==> config.mk <==
export PLATFORM = sky130hd
export DESIGN_NAME = two_sum_scanner_flat
export DESIGN_NICKNAME = d
export VERILOG_FILES = /design/src/rtl/two_sum_scanner_if.sv /design/src/rtl/two_sum_scanner.sv /design/src/flat_wrapper.sv
export SDC_FILE = /design/constraint.sdc
export NUM_CORES = 1
export LEC_CHECK = 0
export CAP_MARGIN = 20
export CORE_MARGIN = 1.5
export CORE_UTILIZATION = 41
export DETAILED_ROUTE_END_ITERATION = 10
export PLACE_DENSITY = 0.78
export SYNTH_ARGS = -nofsm -noshare
export SYNTH_HDL_FRONTEND = slang
export SYNTH_SLANG_ARGS = --single-unit
export TNS_END_PERCENT = 10
==> constraint.sdc <==
create_clock -name clk -period 3 [get_ports clk]
set_input_delay 0.6 -clock clk [delete_from_list [all_inputs] [get_ports clk]]
set_output_delay 0.6 -clock clk [all_outputs]
set_load 0.01 [all_outputs]
==> src/rtl/two_sum_scanner_if.sv <==
// Stream, result and cache-side signals of the two-sum scanner.
// The master modport is the scanner; slave is the stream source, result sink and cache.
interface two_sum_scanner_if #(
  parameter int unsigned DATA_WIDTH  = 8,
  parameter int unsigned INDEX_WIDTH = 4,
  parameter int unsigned COUNT_WIDTH = 8
);
  localparam int unsigned ValW = INDEX_WIDTH + DATA_WIDTH;

  logic                   start;
  logic [DATA_WIDTH-1:0]  target;
  logic [DATA_WIDTH-1:0]  in_data;
  logic                   in_valid;
  logic                   in_last;
  logic                   in_ready;
  logic                   out_valid;
  logic                   out_ready;
  logic                   out_found;
  logic                   out_overflow;
  logic [INDEX_WIDTH-1:0] out_idx0;
  logic [INDEX_WIDTH-1:0] out_idx1;
  logic [COUNT_WIDTH-1:0] collision_count;
  logic [DATA_WIDTH-1:0]  cache_write_key;
  logic [ValW-1:0]        cache_write_value;
  logic                   cache_write_request;
  logic                   cache_collision;
  logic [DATA_WIDTH-1:0]  cache_read_key;
  logic [ValW-1:0]        cache_read_value;
  logic                   cache_read_response;
  logic                   cache_clear;

  modport master (
    input  start, target, in_data, in_valid, in_last, out_ready,
           cache_collision, cache_read_value, cache_read_response,
    output in_ready, out_valid, out_found, out_overflow, out_idx0, out_idx1,
           collision_count, cache_write_key, cache_write_value,
           cache_write_request, cache_read_key, cache_clear
  );

  modport slave (
    output start, target, in_data, in_valid, in_last, out_ready,
           cache_collision, cache_read_value, cache_read_response,
    input  in_ready, out_valid, out_found, out_overflow, out_idx0, out_idx1,
           collision_count, cache_write_key, cache_write_value,
           cache_write_request, cache_read_key, cache_clear
  );
endinterface

==> src/rtl/two_sum_scanner.sv <==
// Streaming two-sum front-end: looks up (target - element) in an external
// direct-mapped cache, reports the index pair on a verified hit, else stores the element.
module two_sum_scanner #(
  parameter int unsigned DATA_WIDTH  = 8,
  parameter int unsigned INDEX_WIDTH = 4,
  parameter int unsigned COUNT_WIDTH = 8
) (
  input logic               clk,
  input logic               rst_n,
  two_sum_scanner_if.master bus
);
  localparam int unsigned ValW = INDEX_WIDTH + DATA_WIDTH;
  localparam logic [INDEX_WIDTH-1:0] IdxMax = '1;
  localparam logic [COUNT_WIDTH-1:0] CntMax = '1;

  typedef enum logic [2:0] {
    S_IDLE, S_CLEAR, S_SCAN, S_DRAIN, S_RESULT
  } state_e;

  state_e                 state_q;
  logic [DATA_WIDTH-1:0]  target_q;
  logic [INDEX_WIDTH-1:0] idx_q;
  logic [COUNT_WIDTH-1:0] cnt_q;
  logic                   found_q;
  logic                   ovf_q;
  logic [INDEX_WIDTH-1:0] idx0_q;
  logic [INDEX_WIDTH-1:0] idx1_q;
  logic                   in_ready_q;
  logic                   out_valid_q;
  logic                   clear_q;

  logic [DATA_WIDTH-1:0]  read_key_c;
  logic                   hit_c;
  logic                   accept_c;
  logic                   scan_acc_c;

  // A slot hit only counts when the stored number really is the complement.
  assign read_key_c = target_q - bus.in_data;
  assign hit_c      = bus.cache_read_response &&
                      (bus.cache_read_value[DATA_WIDTH-1:0] == read_key_c);
  assign accept_c   = bus.in_valid && in_ready_q;
  assign scan_acc_c = accept_c && (state_q == S_SCAN);

  assign bus.in_ready            = in_ready_q;
  assign bus.out_valid           = out_valid_q;
  assign bus.out_found           = found_q;
  assign bus.out_overflow        = ovf_q;
  assign bus.out_idx0            = idx0_q;
  assign bus.out_idx1            = idx1_q;
  assign bus.collision_count     = cnt_q;
  assign bus.cache_write_key     = bus.in_data;
  assign bus.cache_write_value   = {idx_q, bus.in_data};
  assign bus.cache_write_request = scan_acc_c && !hit_c;
  assign bus.cache_read_key      = read_key_c;
  assign bus.cache_clear         = clear_q;

  // Control FSM; in_ready/out_valid/cache_clear are registered alongside the state.
  always_ff @(posedge clk or negedge rst_n) begin
    if (!rst_n) begin
      state_q     <= S_IDLE;
      target_q    <= '0;
      idx_q       <= '0;
      cnt_q       <= '0;
      found_q     <= 1'b0;
      ovf_q       <= 1'b0;
      idx0_q      <= '0;
      idx1_q      <= '0;
      in_ready_q  <= 1'b0;
      out_valid_q <= 1'b0;
      clear_q     <= 1'b0;
    end else begin
      case (state_q)
        S_IDLE: begin
          if (bus.start) begin
            target_q <= bus.target;
            idx_q    <= '0;
            cnt_q    <= '0;
            found_q  <= 1'b0;
            ovf_q    <= 1'b0;
            idx0_q   <= '0;
            idx1_q   <= '0;
            clear_q  <= 1'b1;
            state_q  <= S_CLEAR;
          end
        end
        S_CLEAR: begin
          clear_q    <= 1'b0;
          in_ready_q <= 1'b1;
          state_q    <= S_SCAN;
        end
        S_SCAN: begin
          if (accept_c) begin
            if (hit_c) begin
              found_q <= 1'b1;
              idx0_q  <= bus.cache_read_value[ValW-1:DATA_WIDTH];
              idx1_q  <= idx_q;
            end else if (bus.cache_collision && (cnt_q != CntMax)) begin
              cnt_q <= cnt_q + COUNT_WIDTH'(1);
            end
            // in_last wins over both the hit-drain and the overflow paths
            if (bus.in_last) begin
              in_ready_q  <= 1'b0;
              out_valid_q <= 1'b1;
              state_q     <= S_RESULT;
            end else if (hit_c) begin
              state_q <= S_DRAIN;
            end else if (idx_q == IdxMax) begin
              ovf_q   <= 1'b1;
              state_q <= S_DRAIN;
            end else begin
              idx_q <= idx_q + INDEX_WIDTH'(1);
            end
          end
        end
        S_DRAIN: begin
          if (accept_c && bus.in_last) begin
            in_ready_q  <= 1'b0;
            out_valid_q <= 1'b1;
            state_q     <= S_RESULT;
          end
        end
        S_RESULT: begin
          if (bus.out_ready) begin
            out_valid_q <= 1'b0;
            state_q     <= S_IDLE;
          end
        end
        default: begin
          in_ready_q  <= 1'b0;
          out_valid_q <= 1'b0;
          clear_q     <= 1'b0;
          state_q     <= S_IDLE;
        end
      endcase
    end
  end
endmodule

==> src/flat_wrapper.sv <==
// flat-port wrapper written by rule: the top's interface ports become plain ports
module two_sum_scanner_flat 
#(
  parameter int unsigned DATA_WIDTH  = 8,
  parameter int unsigned INDEX_WIDTH = 4,
  parameter int unsigned COUNT_WIDTH = 8
)
  (clk, rst_n, bus_start, bus_target, bus_in_data, bus_in_valid, bus_in_last, bus_out_ready, bus_cache_collision, bus_cache_read_value, bus_cache_read_response, bus_in_ready, bus_out_valid, bus_out_found, bus_out_overflow, bus_out_idx0, bus_out_idx1, bus_collision_count, bus_cache_write_key, bus_cache_write_value, bus_cache_write_request, bus_cache_read_key, bus_cache_clear);
  two_sum_scanner_if #(.DATA_WIDTH(DATA_WIDTH), .INDEX_WIDTH(INDEX_WIDTH), .COUNT_WIDTH(COUNT_WIDTH)) bus_i ();
  input logic clk;
  input logic rst_n;
  input wire logic [$bits(bus_i.start)-1:0] bus_start;
  input wire logic [$bits(bus_i.target)-1:0] bus_target;
  input wire logic [$bits(bus_i.in_data)-1:0] bus_in_data;
  input wire logic [$bits(bus_i.in_valid)-1:0] bus_in_valid;
  input wire logic [$bits(bus_i.in_last)-1:0] bus_in_last;
  input wire logic [$bits(bus_i.out_ready)-1:0] bus_out_ready;
  input wire logic [$bits(bus_i.cache_collision)-1:0] bus_cache_collision;
  input wire logic [$bits(bus_i.cache_read_value)-1:0] bus_cache_read_value;
  input wire logic [$bits(bus_i.cache_read_response)-1:0] bus_cache_read_response;
  output wire logic [$bits(bus_i.in_ready)-1:0] bus_in_ready;
  output wire logic [$bits(bus_i.out_valid)-1:0] bus_out_valid;
  output wire logic [$bits(bus_i.out_found)-1:0] bus_out_found;
  output wire logic [$bits(bus_i.out_overflow)-1:0] bus_out_overflow;
  output wire logic [$bits(bus_i.out_idx0)-1:0] bus_out_idx0;
  output wire logic [$bits(bus_i.out_idx1)-1:0] bus_out_idx1;
  output wire logic [$bits(bus_i.collision_count)-1:0] bus_collision_count;
  output wire logic [$bits(bus_i.cache_write_key)-1:0] bus_cache_write_key;
  output wire logic [$bits(bus_i.cache_write_value)-1:0] bus_cache_write_value;
  output wire logic [$bits(bus_i.cache_write_request)-1:0] bus_cache_write_request;
  output wire logic [$bits(bus_i.cache_read_key)-1:0] bus_cache_read_key;
  output wire logic [$bits(bus_i.cache_clear)-1:0] bus_cache_clear;
  assign bus_i.start = bus_start;
  assign bus_i.target = bus_target;
  assign bus_i.in_data = bus_in_data;
  assign bus_i.in_valid = bus_in_valid;
  assign bus_i.in_last = bus_in_last;
  assign bus_i.out_ready = bus_out_ready;
  assign bus_i.cache_collision = bus_cache_collision;
  assign bus_i.cache_read_value = bus_cache_read_value;
  assign bus_i.cache_read_response = bus_cache_read_response;
  assign bus_in_ready = bus_i.in_ready;
  assign bus_out_valid = bus_i.out_valid;
  assign bus_out_found = bus_i.out_found;
  assign bus_out_overflow = bus_i.out_overflow;
  assign bus_out_idx0 = bus_i.out_idx0;
  assign bus_out_idx1 = bus_i.out_idx1;
  assign bus_collision_count = bus_i.collision_count;
  assign bus_cache_write_key = bus_i.cache_write_key;
  assign bus_cache_write_value = bus_i.cache_write_value;
  assign bus_cache_write_request = bus_i.cache_write_request;
  assign bus_cache_read_key = bus_i.cache_read_key;
  assign bus_cache_clear = bus_i.cache_clear;
  two_sum_scanner #(.DATA_WIDTH(DATA_WIDTH), .INDEX_WIDTH(INDEX_WIDTH), .COUNT_WIDTH(COUNT_WIDTH)) u_core (.clk(clk), .rst_n(rst_n), .bus(bus_i));
endmodule
==> After elaboration in Yosys (flattened, before gate mapping) <==
Cells that the tools add are included.
{ "word_totals": {"register_bits": 36, "output_inout_bits": 50, "word_cells": 102} }
{ "classes": {"mux": 45, "n_addsub": 3, "reduce_logical": 21, "bitwise": 3, "eq_ne": 19} }
{ "ops": {"columns": ["op", "count"], "rows": [
  ["$mux W4", 9],
  ["$mux W8", 4],
  ["$pmux W4 S2", 3],
  ["$mux W3", 7],
  ["$ne A2 B2 Y1 const B", 8],
  ["$pmux W8 S2", 1],
  ["$mux W1", 15],
  ["$pmux W3 S5", 1],
  ["$reduce_and A5 Y1", 3],
  ["$reduce_and A6 Y1", 2],
  ["$add A8 B1 Y8 const B", 1],
  ["$eq A8 B8 Y1", 1],
  ["$ne A8 B8 Y1 const B", 1],
  ["$pmux W1 S4", 2],
  ["$reduce_and A4 Y1", 2],
  ["$sub A8 B8 Y8", 1],
  ["$eq A3 B2 Y1 const B", 2],
  ["$logic_and A1 B1 Y1", 6],
  ["$ne A2 B1 Y1 const B", 3],
  ["$pmux W1 S2", 3],
  ["$add A4 B1 Y4 const B", 1],
  ["$eq A4 B4 Y1 const B", 1],
  ["$ne A4 B3 Y1 const B", 1],
  ["$reduce_and A2 Y1", 2],
  ["other kinds (8)", 11]
]} }

==> Longest topological paths before layout <==
{ "logic_depth": {"word_depth": 7, "depth_mapped": 13, "mapped_depth_nobuf": 11} }

==> Worst setup path after synthesis <==
Ideal clock, no wire load.
{ "synth_path": {"path_type": "input -> output", "from": "input port bus_in_data[0]", "to": "output port bus_cache_write_request", "slack_ns": -0.116, "n_path_buf": 2, "t_required_ns": 2.400, "cell_stages": 11, "arrival_time_ns": 2.516, "path_cell_list": "ha_1 -> inv_1 -> fa_1 -> a21o_1 -> a221oi_2 -> xnor2_1 -> xnor2_1 -> and4_1 -> buf_6 -> buf_2 -> nor2_1"} }
{ "synth_via": {"elab_chain_len": 5} }
{ "synth_lines": {"columns": ["element", "line", "source"], "rows": [
  ["from (decl)", "flat_wrapper.sv:14", "input wire logic [$bits(bus_i.in_data)-1:0] bus_in_data;"],
  ["$sub A8 B8 Y8", "two_sum_scanner.sv:38", "assign read_key_c = target_q - bus.in_data;"],
  ["named net bus_cache_read_key[6]", "flat_wrapper.sv:31", "output wire logic [$bits(bus_i.cache_read_key)-1:0] bus_cache_read_key;"],
  ["$eq A8 B8 Y1", "two_sum_scanner.sv:40", "(bus.cache_read_value[DATA_WIDTH-1:0] == read_key_c);"],
  ["$logic_and A1 B1 Y1", "two_sum_scanner.sv:39", "assign hit_c = bus.cache_read_response &&"],
  ["$logic_not A1 Y1", "two_sum_scanner.sv:53", "assign bus.cache_write_request = scan_acc_c && !hit_c;"],
  ["$logic_and A1 B1 Y1", "two_sum_scanner.sv:53", null],
  ["to (decl)", "flat_wrapper.sv:30", "output wire logic [$bits(bus_i.cache_write_request)-1:0] bus_cache_write_request;"]
]} }
The timed path passes the listed nets, and every way through them passes these cells.

==> Worst setup path after layout <==
{ "layout_path": {"from": "register u_core.target_q[0]", "to": "output port bus_cache_write_request"} }
{ "layout_via": {"elab_chain_len": 5} }
{ "layout_lines": {"columns": ["element", "line", "source"], "rows": [
  ["from (decl)", "two_sum_scanner.sv:21", "logic [DATA_WIDTH-1:0] target_q;"],
  ["from (signal assigned)", "two_sum_scanner.sv:75", "target_q <= bus.target;"],
  ["$sub A8 B8 Y8", "two_sum_scanner.sv:38", null],
  ["$eq A8 B8 Y1", "two_sum_scanner.sv:40", null],
  ["$logic_and A1 B1 Y1", "two_sum_scanner.sv:39", null],
  ["$logic_not A1 Y1", "two_sum_scanner.sv:53", null],
  ["$logic_and A1 B1 Y1", "two_sum_scanner.sv:53", null]
]} }
No other way between the ends.

==> flow_summary.json <==
{
  "run_status": "finished with violations",
  "violations": "negative setup slack",
  "setup-violations-final": 1,
  "worstReg2RegEnd": "u_core.bus.out_idx0[0]",
  "synth.mux.area_fraction": 0.0861,
  "worst_hold_slack_ps": 401,
  "number_of_max_slew_violations_in_the_final_report": 0,
  "antenna_violations_before_repair": 0,
  "crit_required_ps": 2400,
  "flip_flop_and_latch_count_after_synthesis": 36,
  "cell_count_of_the_worst_reg_to_reg_path": 13,
  "complex_gate_fraction_of_the_synthesized_area": 0.123,
  "crit-reg2reg-launch": "u_core.target_q[0]",
  "clock_insertion_delay_worst_skew_ps": 280,
  "detail_route.vias_per_cell": 5.03,
  "drive_gt1_frac": 0.229,
  "max_slew_margin": 0.467,
  "total_i_o_pin_count": 86,
  "syn_area_per_cell_sq_um": 9.63,
  "antenna_cells": 0,
  "clock_path_buffers": 2,
  "synthSimpleGateAreaFrac": 0.170,
  "postRouteWirelength_um": 5600,
  "die-height_um": 78.6,
  "internal-power_mw": 1.81,
  "most_frequent_cells_in_the_layout": "sky130_fd_sc_hd__clkdlybuf4s50_1 (72), sky130_fd_sc_hd__dfrtp_1 (36), sky130_fd_sc_hd__buf_4 (31)",
  "clock_power_share": 0.121,
  "max_slew.worst_pin.slew_ps": 800,
  "skew_ps": 5.81,
  "seqPwrFrac": 0.261,
  "synth-main-ff-cell": "sky130_fd_sc_hd__dfrtp_1",
  "globalplace.congestion": 0.837,
  "use_met3": 0.0360,
  "grt-ovfl-total": 0,
  "tritoncts.num_buffers": 5,
  "sw_frac_of_total": 0.372,
  "timing_hold_violations_final": 0,
  "track_usage": 0.188,
  "clkSinkCount": 36,
  "start_util": 0.425,
  "wire_length_of_the_first_global_routing_pass_um": 9210,
  "yosys.cell_types.count": 52,
  "grt_start_max_net_pins": 37,
  "max_freq_ghz": 0.316,
  "cts_hold_buffers": 0,
  "dpl_cell_area_sq_um": 3320,
  "layout_setup_ws_ps": -166,
  "worst_ir_drop_vdd_mv": 0.479,
  "synth_area_leader_cell": "sky130_fd_sc_hd__dfrtp_1",
  "post-place-cells": 401,
  "path_class": "reg -> out",
  "num_rows": 27,
  "combinational_share_of_power": 0.618,
  "synthesis.yosys.warnings": 0,
  "port_buffers": 85,
  "crit_path_max_fanout": 2,
  "timing.setup.tns_ps": -166,
  "post_synth_fa_ha_maj_area_fraction": 0.0620,
  "number_of_global_route_vias_before_repair": 2007,
  "area_growth_syn_to_layout_pct": 50.2,
  "cts.clk_slew.worst_paths_ps": 70,
  "cts.root.buffer_cell": "sky130_fd_sc_hd__clkbuf_8",
  "synth_enable_flop_cells": 0,
  "drt.antenna.violating_nets": 0,
  "maxCapViolCount": 0,
  "leakagePower_nw": 1.63,
  "detailed_place_hpwl_um": 4180,
  "clock_tree_from_tritoncts": "yes",
  "synth-seq-area-share": 0.385,
  "post_synth_instance_area_sq_um": 2340,
  "layout_worst_path_cycle_share": 1.06,
  "worst_ep_arrival_time_ps": 2570,
  "floorplan.die.width_um": 78.6,
  "postLayoutCellArea_sq_um": 3520,
  "layout_commonest_cell": "sky130_fd_sc_hd__clkdlybuf4s50_1",
  "grt_setup_unrepaired": "true",
  "synth_area_leaders": "sky130_fd_sc_hd__dfrtp_1 (38%), sky130_fd_sc_hd__ha_1 (5.3%), sky130_fd_sc_hd__buf_4 (5.1%)",
  "route.vias.total": 2073,
  "area_enclosed_by_the_die_boundary_sq_um": 6170,
  "dr.first_iter.drc_count": 79,
  "synth-async-reset-ratio": 1.00,
  "period_minus_slack_ps": 3170,
  "drt_pass1_iterations": 6,
  "global_route.usage.met1": 0.236,
  "combinational_family_with_the_most_area_after_synthesis": "simple AND/OR/NAND/NOR gates",
  "global_route.peak_usage_layer": "met2",
  "ff2ff_setup_slack_ps": 80,
  "pwr_per_cell_area_nw_per_um2": 821,
  "final_cell_count_no_fill": 412,
  "place_worst_setup_slack_ps": -870,
  "detail_route.drc_violations": 0,
  "wl_per_cell_um": 13.6,
  "worst_min_delay_path_class": "in -> async",
  "synth_xor_area_frac": 0.0663,
  "grt.met2_usage": 0.330,
  "cp-start-kind": "flip-flop",
  "synthCells": 243,
  "synth.top_cell.area_share": 0.385,
  "worst_setup_path_end_kind": "primary output",
  "coreArea_sq_um": 5510,
  "number_of_h_tree_levels": 2,
  "post_synth_net_total": 290,
  "total_switching_power_mw": 1.07,
  "final_net_count": 386
}
-- how the worst max path moves through the flow --
stage,end,from,slack (ps),cells past startpoint
2_1_floorplan,bus_cache_write_request,bus_in_data[0],3,11
3_3_place_gp,bus_cache_write_request,bus_in_data[0],-830,11
3_5_place_dp,bus_cache_write_request,bus_in_data[0],-870,11
4_1_cts,bus_cache_write_request,bus_in_data[0],-190,11
5_1_grt,bus_cache_write_request,u_core.target_q[0],-240,11
6_report,bus_cache_write_request,u_core.target_q[0],-170,11
-- sequential cells by signal, indices dropped and copies added, names as in the netlist --
signal / flops
u_core.bus.out_valid: 1
u_core.bus.out_idx0: 4
u_core.bus.out_idx1: 4
u_core.target_q: 8
u_core.bus.collision_count: 8
u_core.state_q: 3
u_core.bus.in_ready: 1
u_core.idx_q: 4
u_core.bus.out_overflow: 1
u_core.bus.out_found: 1
u_core.bus.cache_clear: 1
-- what timing repair did --
item | in CTS | in global routing
gates resized for setup | 37 | 7
pin swaps | 9 | 6
setup buffers | 2 | 1
setup endpoints to repair | 30 | 12
-- metal layers --
metal | vias to the layer above | wire length [um]
li1 | 1026 | -
met5 | - | 0
met1 | 987 | 2470
met4 | 0 | 47
met2 | 56 | 2840
met3 | 4 | 245
-- critical path, cell delays in order, from the launching register on --
cell and delay (ps):
sky130_fd_sc_hd__dfrtp_1 390, sky130_fd_sc_hd__inv_2 90, sky130_fd_sc_hd__ha_4 140, sky130_fd_sc_hd__inv_2 30, sky130_fd_sc_hd__fa_2 360, sky130_fd_sc_hd__a21o_1 250, sky130_fd_sc_hd__a221oi_4 300, sky130_fd_sc_hd__xnor2_2 160
sky130_fd_sc_hd__xnor2_1 150, sky130_fd_sc_hd__and4_4 270, sky130_fd_sc_hd__nor2_4 40, sky130_fd_sc_hd__buf_6 120
-- cell families after synthesis --
| logic type | after synthesis |
|---|---|
| and+or+nand+nor | 78 |
| buffers and inverters | 46 |
| AOI/OAI and AO/OA | 37 |
| DFF | 36 |
| muxes | 19 |
| xor gates and xnor gates | 16 |
| adders and majority gates | 11 |
-- metrics by stage --
stage,utilization,power (mW)
3_5_place_dp,0.603,2.42
6_report,0.638,2.89
3_3_place_gp,0.603,2.37
5_1_grt,0.638,3.11
4_1_cts,0.636,2.87
2_1_floorplan,-,1.69
-- cell type report --
class / instances / area (sq um)
fillers: 478 / 1990
multi-input cells: 161 / 1310
repair buffers: 114 / 1040
flip-flops and latches: 36 / 901
well taps: 72 / 90.1
clock buffers: 6 / 82.6
inverters: 21 / 78.8
clock inverters: 2 / 10.0
-- synthesized netlist by cell type, types with 2 or more instances --
library cell               count
sky130_fd_sc_hd__xnor2_1      11
sky130_fd_sc_hd__or2_2         2
sky130_fd_sc_hd__dfrtp_1      36
sky130_fd_sc_hd__a21o_1        7
sky130_fd_sc_hd__buf_6         2
sky130_fd_sc_hd__buf_4        16
sky130_fd_sc_hd__inv_1        21
sky130_fd_sc_hd__nor2_1        8
sky130_fd_sc_hd__o311a_1       2
sky130_fd_sc_hd__nand4_1       4
sky130_fd_sc_hd__and3_1        3
sky130_fd_sc_hd__nand2_1      26
sky130_fd_sc_hd__nor3_1        7
sky130_fd_sc_hd__xor2_1        4
sky130_fd_sc_hd__ha_1         10
sky130_fd_sc_hd__or3_1         3
sky130_fd_sc_hd__mux2i_1      10
sky130_fd_sc_hd__nand3_1      11
sky130_fd_sc_hd__a21oi_1       4
sky130_fd_sc_hd__buf_2         2
sky130_fd_sc_hd__and2_1        2
sky130_fd_sc_hd__clkbuf_1      5
sky130_fd_sc_hd__o41ai_1       2
sky130_fd_sc_hd__nand3b_1      2
sky130_fd_sc_hd__mux2_2        9
sky130_fd_sc_hd__nor3b_1       2
sky130_fd_sc_hd__o311ai_0      3
sky130_fd_sc_hd__o21ai_0       5
-- power by group through the flow --
stage          sequential, mW  combinational [mW]  clock [mW]
6_report                0.753                1.78       0.351
5_1_grt                 0.776                1.95       0.390
4_1_cts                 0.752                1.76       0.364
3_5_place_dp            0.745                1.68           0
3_3_place_gp            0.738                1.63           0
2_1_floorplan           0.737               0.954           0
Power figures use the tool's default switching activity.
